==> src/rtl/mcp4922_rx.sv <==
// Receive-side decoder for the MCP4922 dual 12-bit DAC SPI interface.
// Optional macro MCP4922_RX_LDAC_EN enables the ldac_n latch; otherwise outputs follow each accepted frame.
module mcp4922_rx #(
  parameter int SYNC_STAGES = 2
) (
  input  logic        clk,
  input  logic        reset,
  input  logic        sck,
  input  logic        sdi,
  input  logic        cs_n,
  input  logic        ldac_n,
  output logic [11:0] dac_a,
  output logic [11:0] dac_b,
  output logic        gain2_a,
  output logic        gain2_b,
  output logic        shdn_a,
  output logic        shdn_b,
  output logic        frame_valid,
  output logic        frame_axis,
  output logic        frame_err
);

  typedef enum logic [1:0] {S_IDLE, S_SHIFT, S_DONE} state_t;

  logic [SYNC_STAGES-1:0] r_sck_sync, r_sdi_sync, r_cs_sync;
  logic                   r_sck_d, r_cs_d;
  logic                   w_sck_s, w_sdi_s, w_cs_s;
  logic                   w_sck_rise, w_cs_fall, w_cs_rise;

  state_t      r_state, w_state_nxt;
  logic [4:0]  r_cnt;
  logic [15:0] r_sr;
  logic        w_clear, w_shift, w_accept, w_reject, w_xfer;

  logic [11:0] r_in_a_data, r_in_b_data, w_in_a_data, w_in_b_data;
  logic        r_in_a_gain, r_in_b_gain, w_in_a_gain, w_in_b_gain;
  logic        r_in_a_shdn, r_in_b_shdn, w_in_a_shdn, w_in_b_shdn;

  // cs_n chain resets low so that a line already low at release never looks like a frame start
  always_ff @(posedge clk or negedge reset) begin
    if (!reset) begin
      r_sck_sync <= '0;
      r_sdi_sync <= '0;
      r_cs_sync  <= '0;
      r_sck_d    <= 1'b0;
      r_cs_d     <= 1'b0;
    end else begin
      r_sck_sync <= {r_sck_sync[SYNC_STAGES-2:0], sck};
      r_sdi_sync <= {r_sdi_sync[SYNC_STAGES-2:0], sdi};
      r_cs_sync  <= {r_cs_sync[SYNC_STAGES-2:0], cs_n};
      r_sck_d    <= w_sck_s;
      r_cs_d     <= w_cs_s;
    end
  end

  assign w_sck_s    = r_sck_sync[SYNC_STAGES-1];
  assign w_sdi_s    = r_sdi_sync[SYNC_STAGES-1];
  assign w_cs_s     = r_cs_sync[SYNC_STAGES-1];
  assign w_sck_rise = w_sck_s & ~r_sck_d;
  assign w_cs_fall  = ~w_cs_s & r_cs_d;
  assign w_cs_rise  = w_cs_s & ~r_cs_d;

  always_ff @(posedge clk or negedge reset) begin
    if (!reset) r_state <= S_IDLE;
    else        r_state <= w_state_nxt;
  end

  always_comb begin
    w_state_nxt = r_state;
    w_clear     = 1'b0;
    w_shift     = 1'b0;
    w_accept    = 1'b0;
    w_reject    = 1'b0;
    case (r_state)
      S_IDLE: begin
        if (w_cs_fall) begin
          w_state_nxt = S_SHIFT;
          w_clear     = 1'b1;
        end
      end
      S_SHIFT: begin
        if (w_cs_rise) w_state_nxt = S_DONE;
        else if (w_sck_rise && !w_cs_s) w_shift = 1'b1;
      end
      S_DONE: begin
        w_accept = (r_cnt == 5'd16);
        w_reject = (r_cnt != 5'd16);
        if (w_cs_fall) begin
          w_state_nxt = S_SHIFT;
          w_clear     = 1'b1;
        end else begin
          w_state_nxt = S_IDLE;
        end
      end
      default: w_state_nxt = S_IDLE;
    endcase
  end

  always_ff @(posedge clk or negedge reset) begin
    if (!reset) begin
      r_cnt <= 5'd0;
      r_sr  <= 16'd0;
    end else if (w_clear) begin
      r_cnt <= 5'd0;
      r_sr  <= 16'd0;
    end else if (w_shift) begin
      r_sr <= {r_sr[14:0], w_sdi_s};
      if (r_cnt < 5'd17) r_cnt <= r_cnt + 5'd1;
    end
  end

  // Bit 15 channel, 14 BUF (ignored), 13 GA_n, 12 SHDN_n, 11:0 data
  always_comb begin
    w_in_a_data = r_in_a_data;
    w_in_a_gain = r_in_a_gain;
    w_in_a_shdn = r_in_a_shdn;
    w_in_b_data = r_in_b_data;
    w_in_b_gain = r_in_b_gain;
    w_in_b_shdn = r_in_b_shdn;
    if (w_accept) begin
      if (r_sr[15]) begin
        w_in_b_data = r_sr[11:0];
        w_in_b_gain = ~r_sr[13];
        w_in_b_shdn = ~r_sr[12];
      end else begin
        w_in_a_data = r_sr[11:0];
        w_in_a_gain = ~r_sr[13];
        w_in_a_shdn = ~r_sr[12];
      end
    end
  end

  always_ff @(posedge clk or negedge reset) begin
    if (!reset) begin
      r_in_a_data <= 12'd0;
      r_in_a_gain <= 1'b0;
      r_in_a_shdn <= 1'b0;
      r_in_b_data <= 12'd0;
      r_in_b_gain <= 1'b0;
      r_in_b_shdn <= 1'b0;
    end else begin
      r_in_a_data <= w_in_a_data;
      r_in_a_gain <= w_in_a_gain;
      r_in_a_shdn <= w_in_a_shdn;
      r_in_b_data <= w_in_b_data;
      r_in_b_gain <= w_in_b_gain;
      r_in_b_shdn <= w_in_b_shdn;
    end
  end

`ifdef MCP4922_RX_LDAC_EN
  logic [SYNC_STAGES-1:0] r_ldac_sync;

  always_ff @(posedge clk or negedge reset) begin
    if (!reset) r_ldac_sync <= '1;
    else        r_ldac_sync <= {r_ldac_sync[SYNC_STAGES-2:0], ldac_n};
  end

  assign w_xfer = ~r_ldac_sync[SYNC_STAGES-1];
`else
  logic w_unused_ldac;

  assign w_unused_ldac = ldac_n;
  assign w_xfer        = w_accept;
`endif

  // Outputs copy the next-state input registers so a same-cycle accept is seen immediately
  always_ff @(posedge clk or negedge reset) begin
    if (!reset) begin
      dac_a       <= 12'd0;
      dac_b       <= 12'd0;
      gain2_a     <= 1'b0;
      gain2_b     <= 1'b0;
      shdn_a      <= 1'b0;
      shdn_b      <= 1'b0;
      frame_valid <= 1'b0;
      frame_axis  <= 1'b0;
      frame_err   <= 1'b0;
    end else begin
      frame_valid <= w_accept;
      frame_err   <= w_reject;
      if (w_accept) frame_axis <= r_sr[15];
      if (w_xfer) begin
        dac_a   <= w_in_a_data;
        dac_b   <= w_in_b_data;
        gain2_a <= w_in_a_gain;
        gain2_b <= w_in_b_gain;
        shdn_a  <= w_in_a_shdn;
        shdn_b  <= w_in_b_shdn;
      end
    end
  end

endmodule

==> config.mk <==
export PLATFORM = sky130hd
export DESIGN_NAME = mcp4922_rx
export DESIGN_NICKNAME = d
export VERILOG_FILES = /design/src/rtl/mcp4922_rx.sv
export SDC_FILE = /design/constraint.sdc
export NUM_CORES = 1
export LEC_CHECK = 0
export CORE_MARGIN = 5
export CORE_UTILIZATION = 40
export CTS_CLUSTER_SIZE = 24
export DETAILED_ROUTE_END_ITERATION = 10
export GPL_TIMING_DRIVEN = 0
export PLACE_DENSITY_LB_ADDON = 0.25
export SLEW_MARGIN = 20
export SYNTH_ARGS = -nofsm -noshare
export SYNTH_HDL_FRONTEND = slang
export SYNTH_SLANG_ARGS = --single-unit
export TNS_END_PERCENT = 1
==> constraint.sdc <==
create_clock -name clk -period 1.85 [get_ports clk]
set_clock_uncertainty 0.15 [all_clocks]
set_input_delay 0.4625 -clock clk [delete_from_list [all_inputs] [get_ports clk]]
set_output_delay 0.4625 -clock clk [all_outputs]
set_load 0.05 [all_outputs]
# == After elaboration in Yosys (flattened, before gate mapping) ==
# Index checks and enable logic that the tools add are counted.
# totals
reg_bits,90
inputBits,6
output_inout_bits,31
# op_classes
n_addsub,1
bitwise,8
n_eq_ne,6
reduce_logical,8
n_lt_le_gt_ge,1
mux,28
# op_table
cell,count
two-way mux 12 bit,4
two-way mux 16 bit,2
two-way mux 1 bit,16
two-way mux 5 bit,3
case mux 2 bit (3 select lines),1
"adder 5 x 1 -> 5 bit, second input constant",1
"== test 5 bit, second input constant",1
"less-than comparator 5 bit, second input constant",1
"!= test 5 bit, second input constant",1
NOT 1 bit,5
two-way mux 2 bit,2
"!= test 2 bit, second input constant",2
AND reduction 2 bit,2
nonzero test 2 bit,2
AND 1 bit,3
"== test 2 x 1 -> 1 bit, second input constant",1
"== test 2 bit, second input constant",1
zero test 2 bit,1
OR reduction 2 bit,1
logical AND 1 bit,1
zero test 1 bit,1

# == Depth between registers and ports, before layout ==
# logic_depth
ltp_word,8
mapped_depth,6
depth_no_buf,6

# == Worst setup path before layout ==
# Ideal clock, no wire load.
# synth_path
kind,reg-to-reg
start,register r_cnt[0]
end,register r_in_a_data[10]
t_arrival_ps,1551
t_required_ps,1573
synth_period_minus_slack_ps,1829
stages_incl_launch_ff,7
setup_ps,127
setup_slack_ps,21
cell_sequence,dfrtp_1 > inv_1 > ha_1 > nand4bb_4 > nor3_4 > buf_6 > mux2_1
# synth_via
elab_chain_len,3
# synth_rtl
element,line,source
"start, declared",31,logic [4:0] r_cnt;
"start signal, assigned",108,if (r_cnt < 5'd17) r_cnt <= r_cnt + 5'd1;
== test 5 bit,86,w_accept = (r_cnt == 5'd16);
two-way mux 1 bit,74,case (r_state)
two-way mux 12 bit,120,if (w_accept) begin
via w_in_a_data[10],35,"logic [11:0] r_in_a_data, r_in_b_data, w_in_a_data, w_in_b_data;"
"end signal, assigned",142,r_in_a_data <= w_in_a_data;
"end, declared",35,
# The timed path passes the listed nets, and every way through them passes these cells.
# A chain may end at the register's enable or synchronous reset.

# == Final worst setup path ==
# layout_path
start,register r_cnt[1]
end,register r_in_a_data[6]
# The elaborated chain is that of the path after synthesis.

==> metrics.yaml <==
status:
  status: "finished, violations left"
  violations: "setup timing"
placement:
  numPortBuffers: 35
  gp_congestion: 0.721
  dpl.cell_count: 430
  placed_area_sq_um: 4290
  place_hpwl_um: 4960
critical_path:
  rr_startpoint: "r_cnt[1]"
  required_ns: 1.93
  end_kind: "flop"
  critPathLaunchType: "flop"
  r2r_setup_slack_ns: -0.03
  arrival_ns: 1.96
  path_class: "flop to flop"
  r2r_end: "r_in_a_data[6]"
  reg2regPathDepth: 6
  path_max_fanout: 7
pwr:
  power-per-cell-area_nw_per_um2: 862
  pwr-share-comb_pct: 6.5
  peakVddDrop_mv: 0.352
  p_int_w: 0.00302
  p_leak_nw: 2.08
  p_sw_w: 0.000894
  pwr-share-seq_pct: 52.8
  swShare_pct: 22.8
  p_clk_share_pct: 40.8
floorplanning:
  row_count: 35
  die_h_um: 107
  start_util_pct: 41.0
  die_area_sq_um: 11500
  core_sq_um: 9200
  dieWidth_um: 107
  top_level_ports: 37
clock_network:
  cts_root_buffer: "clkbuf_8"
  cts.sinks: 90
  h-tree-depth: 3
  cts_made_buffers: 9
  cts_tree: "yes"
  clockBufferDepth: 2
  clock_latency_ns: 0.35
  clkTransAtPathRegs_ns: 0.09
sta:
  setup_ws_ns: -0.0293
  final.period_utilization_pct: 102
  finalCriticalPeriod_ns: 1.88
  rsz0062_at_grt: "true"
  tightest_slew_ns: 0.505
  whs_ns: 0.203
  relSlewSlack_pct: 66.3
  slew_viol_final: 0
  fmax_ghz: 0.532
  setup_viol: 9
  hold_violations: 0
hold_path:
  worstHoldPathCells: 0
  hp-start: "r_sdi_sync[0]"
  hp-class: "flop to flop"
  min_to: "r_sdi_sync[1]"
finish:
  diodes: 0
  final_area_sq_um: 4540
  nFillCells: 844
  fin_cells: 452
  fin_nets: 344
  final_core_util_pct: 49.4
  synthToLayoutAreaGrowth_pct: 20.5
  drive_gt1_share_pct: 29.6
logic_synthesis:
  syn_area_per_cell_sq_um: 13.3
  ys_types: 39
  synth_cells: 283
  synthArstFlopShare_pct: 100
  yosysSeqAreaShare_pct: 59.7
  syn_area_sq_um: 3770
  ys.flop_type: "dfrtp_1"
  synth.ff_latch_count: 90
  synth-edff-count: 0
  yosys_warnings: 0
  mappedNetlistNets: 291
grt:
  overflow: 0
  antenna_found_initial: 0
  grt_max_degree: 66
  grt_first_pass_wirelength_um: 12900
  track_usage_pct: 14.5
  grt_pass1_vias: 2496
routing:
  ant_nets: 0
  dr.pass1.iters: 4
  dr_total_vias: 2397
  routedWlPerCell_um: 17.3
  wl_um: 7820
  drtIter0Drc: 86
  route.detailed.drc: 0
  vias_per_cell: 5.30
job:
  drv_cap: 0
-- per-layer routing --
layer	GRT usage, %	vias to the layer above	part of all wire, %
met5	0	-	0
met4	6.21	0	2.3
met3	2.83	17	3.9
met2	23.6	52	46
met1	18.9	1191	48
li1	-	1137	-
-- state kept, by name, indices dropped and copies added (netlist names), 2 cells and up --
name / flops
r_in_a_data: 12
r_sr: 16
r_cs_sync: 2
r_sdi_sync: 2
r_cnt: 5
dac_a: 12
r_sck_sync: 2
r_in_b_data: 12
dac_b: 12
r_state: 2
-- cells in the final DEF (no fill, tap or decap), drive strengths merged, types with 2 or more instances in the layout --
master         instances
inv                    7
clkbuf                36
buf                   18
mux2                  28
nor2b                  2
o21ai                 53
nand4bb                2
o211ai                 2
dfrtp                 90
nor2                   2
nand3                  3
a22o                  16
or4                    2
mux2i                 32
ha                     2
clkdlybuf4s15         10
nand2b                 4
clkdlybuf4s50          3
nand2                  7
bufinv                 3
clkinv                 2
-- through the flow --
stage	power (W)	setup TNS, ns	setup WS, ns
after CTS	0.00396	-1.42	-0.132
after global routing	0.00408	-2.08	-0.0953
final	0.00391	-0.114	-0.0293
after global placement	0.00232	-293.07	-3.18
after detailed placement	0.00233	-8.85	-0.287
after floorplan	0.00223	0	0.0212
-- cell usage after synthesis, types with 2 or more instances --
cell type	n	share of area, %
inv_1	7	0.70
buf_2	4	0.53
mux2_2	13	3.9
o211ai_1	2	0.40
a22o_1	16	3.7
o21ai_0	51	6.8
nor2_1	2	0.20
mux2i_1	32	8.5
mux2_1	8	2.4
nor2b_1	2	0.33
clkbuf_1	8	0.80
or4_1	2	0.40
ha_1	2	0.66
nand2_1	7	0.70
buf_6	2	0.60
mux2_4	7	2.8
o21ai_1	2	0.27
nand2b_1	4	0.66
nand3_1	2	0.27
buf_4	2	0.40
dfrtp_1	90	60
-- layout make-up --
type	instances	area, sq um	share of cell area (%)
clock buffers	10	128	2.81
repair buffers	42	327	7.19
clock inverters	6	115	2.53
plain buffers	16	108	2.37
well taps	111	139	3.06
flip-flops and latches	90	2250	49.6
multi-input cells	170	1450	31.8
inverters	7	26.3	0.578
-- power by group through the flow --
stage	Sequential [W]	Combinational (W)	Clock, W
final	0.00207	0.000253	0.00160
after global routing	0.00207	0.000294	0.00171
after CTS	0.00206	0.000257	0.00164
after floorplan	0.00209	0.000137	0
after global placement	0.00210	0.000219	0
after detailed placement	0.00210	0.000233	0
-- cell families (layout without fill, tap and decap cells) --
kind of cell,after synthesis,after routing,synth area share [%]
flops,90,90,59.7
compound gates,76,76,12.3
mux,60,60,17.6
simple gates,31,31,6.50
buf+inv,23,81,3.02
fa+ha+maj,2,2,0.663
xor+xnor,1,1,0.232
-- how the worst max path moves through the flow --
stage               startpoint         endpoint  cells after the start
floorplan             r_cnt[0]  r_in_a_data[10]                      6
global placement         reset           shdn_b                      1
detailed placement    r_cnt[0]   r_in_a_data[4]                      6
CTS                   r_cnt[1]   r_in_a_data[6]                      6
global route          r_cnt[1]   r_in_a_data[6]                      6
finish                r_cnt[1]   r_in_a_data[6]                      6
-- critical path: stages, from the launching register on --
cell and delay (ns):
dfrtp_2 0.46, inv_2 0.09, ha_4 0.15, nand4bb_4 0.17, nor3_4 0.22, buf_4 0.21
mux2_1 0.32
-- repair_timing --
| action | CTS | global route |
|---|---|---|
| gates resized for setup | 77 | 49 |
| pin swaps | 3 | 1 |
| buffers inserted | 1 | 3 |
| cloned | 0 | 1 |
| endpoints found under the hold margin | 25 | 0 |
| hold buffers | 1 | 0 |
| setup endpoints to repair | 86 | 76 |
(Power assumes the default switching activity.)
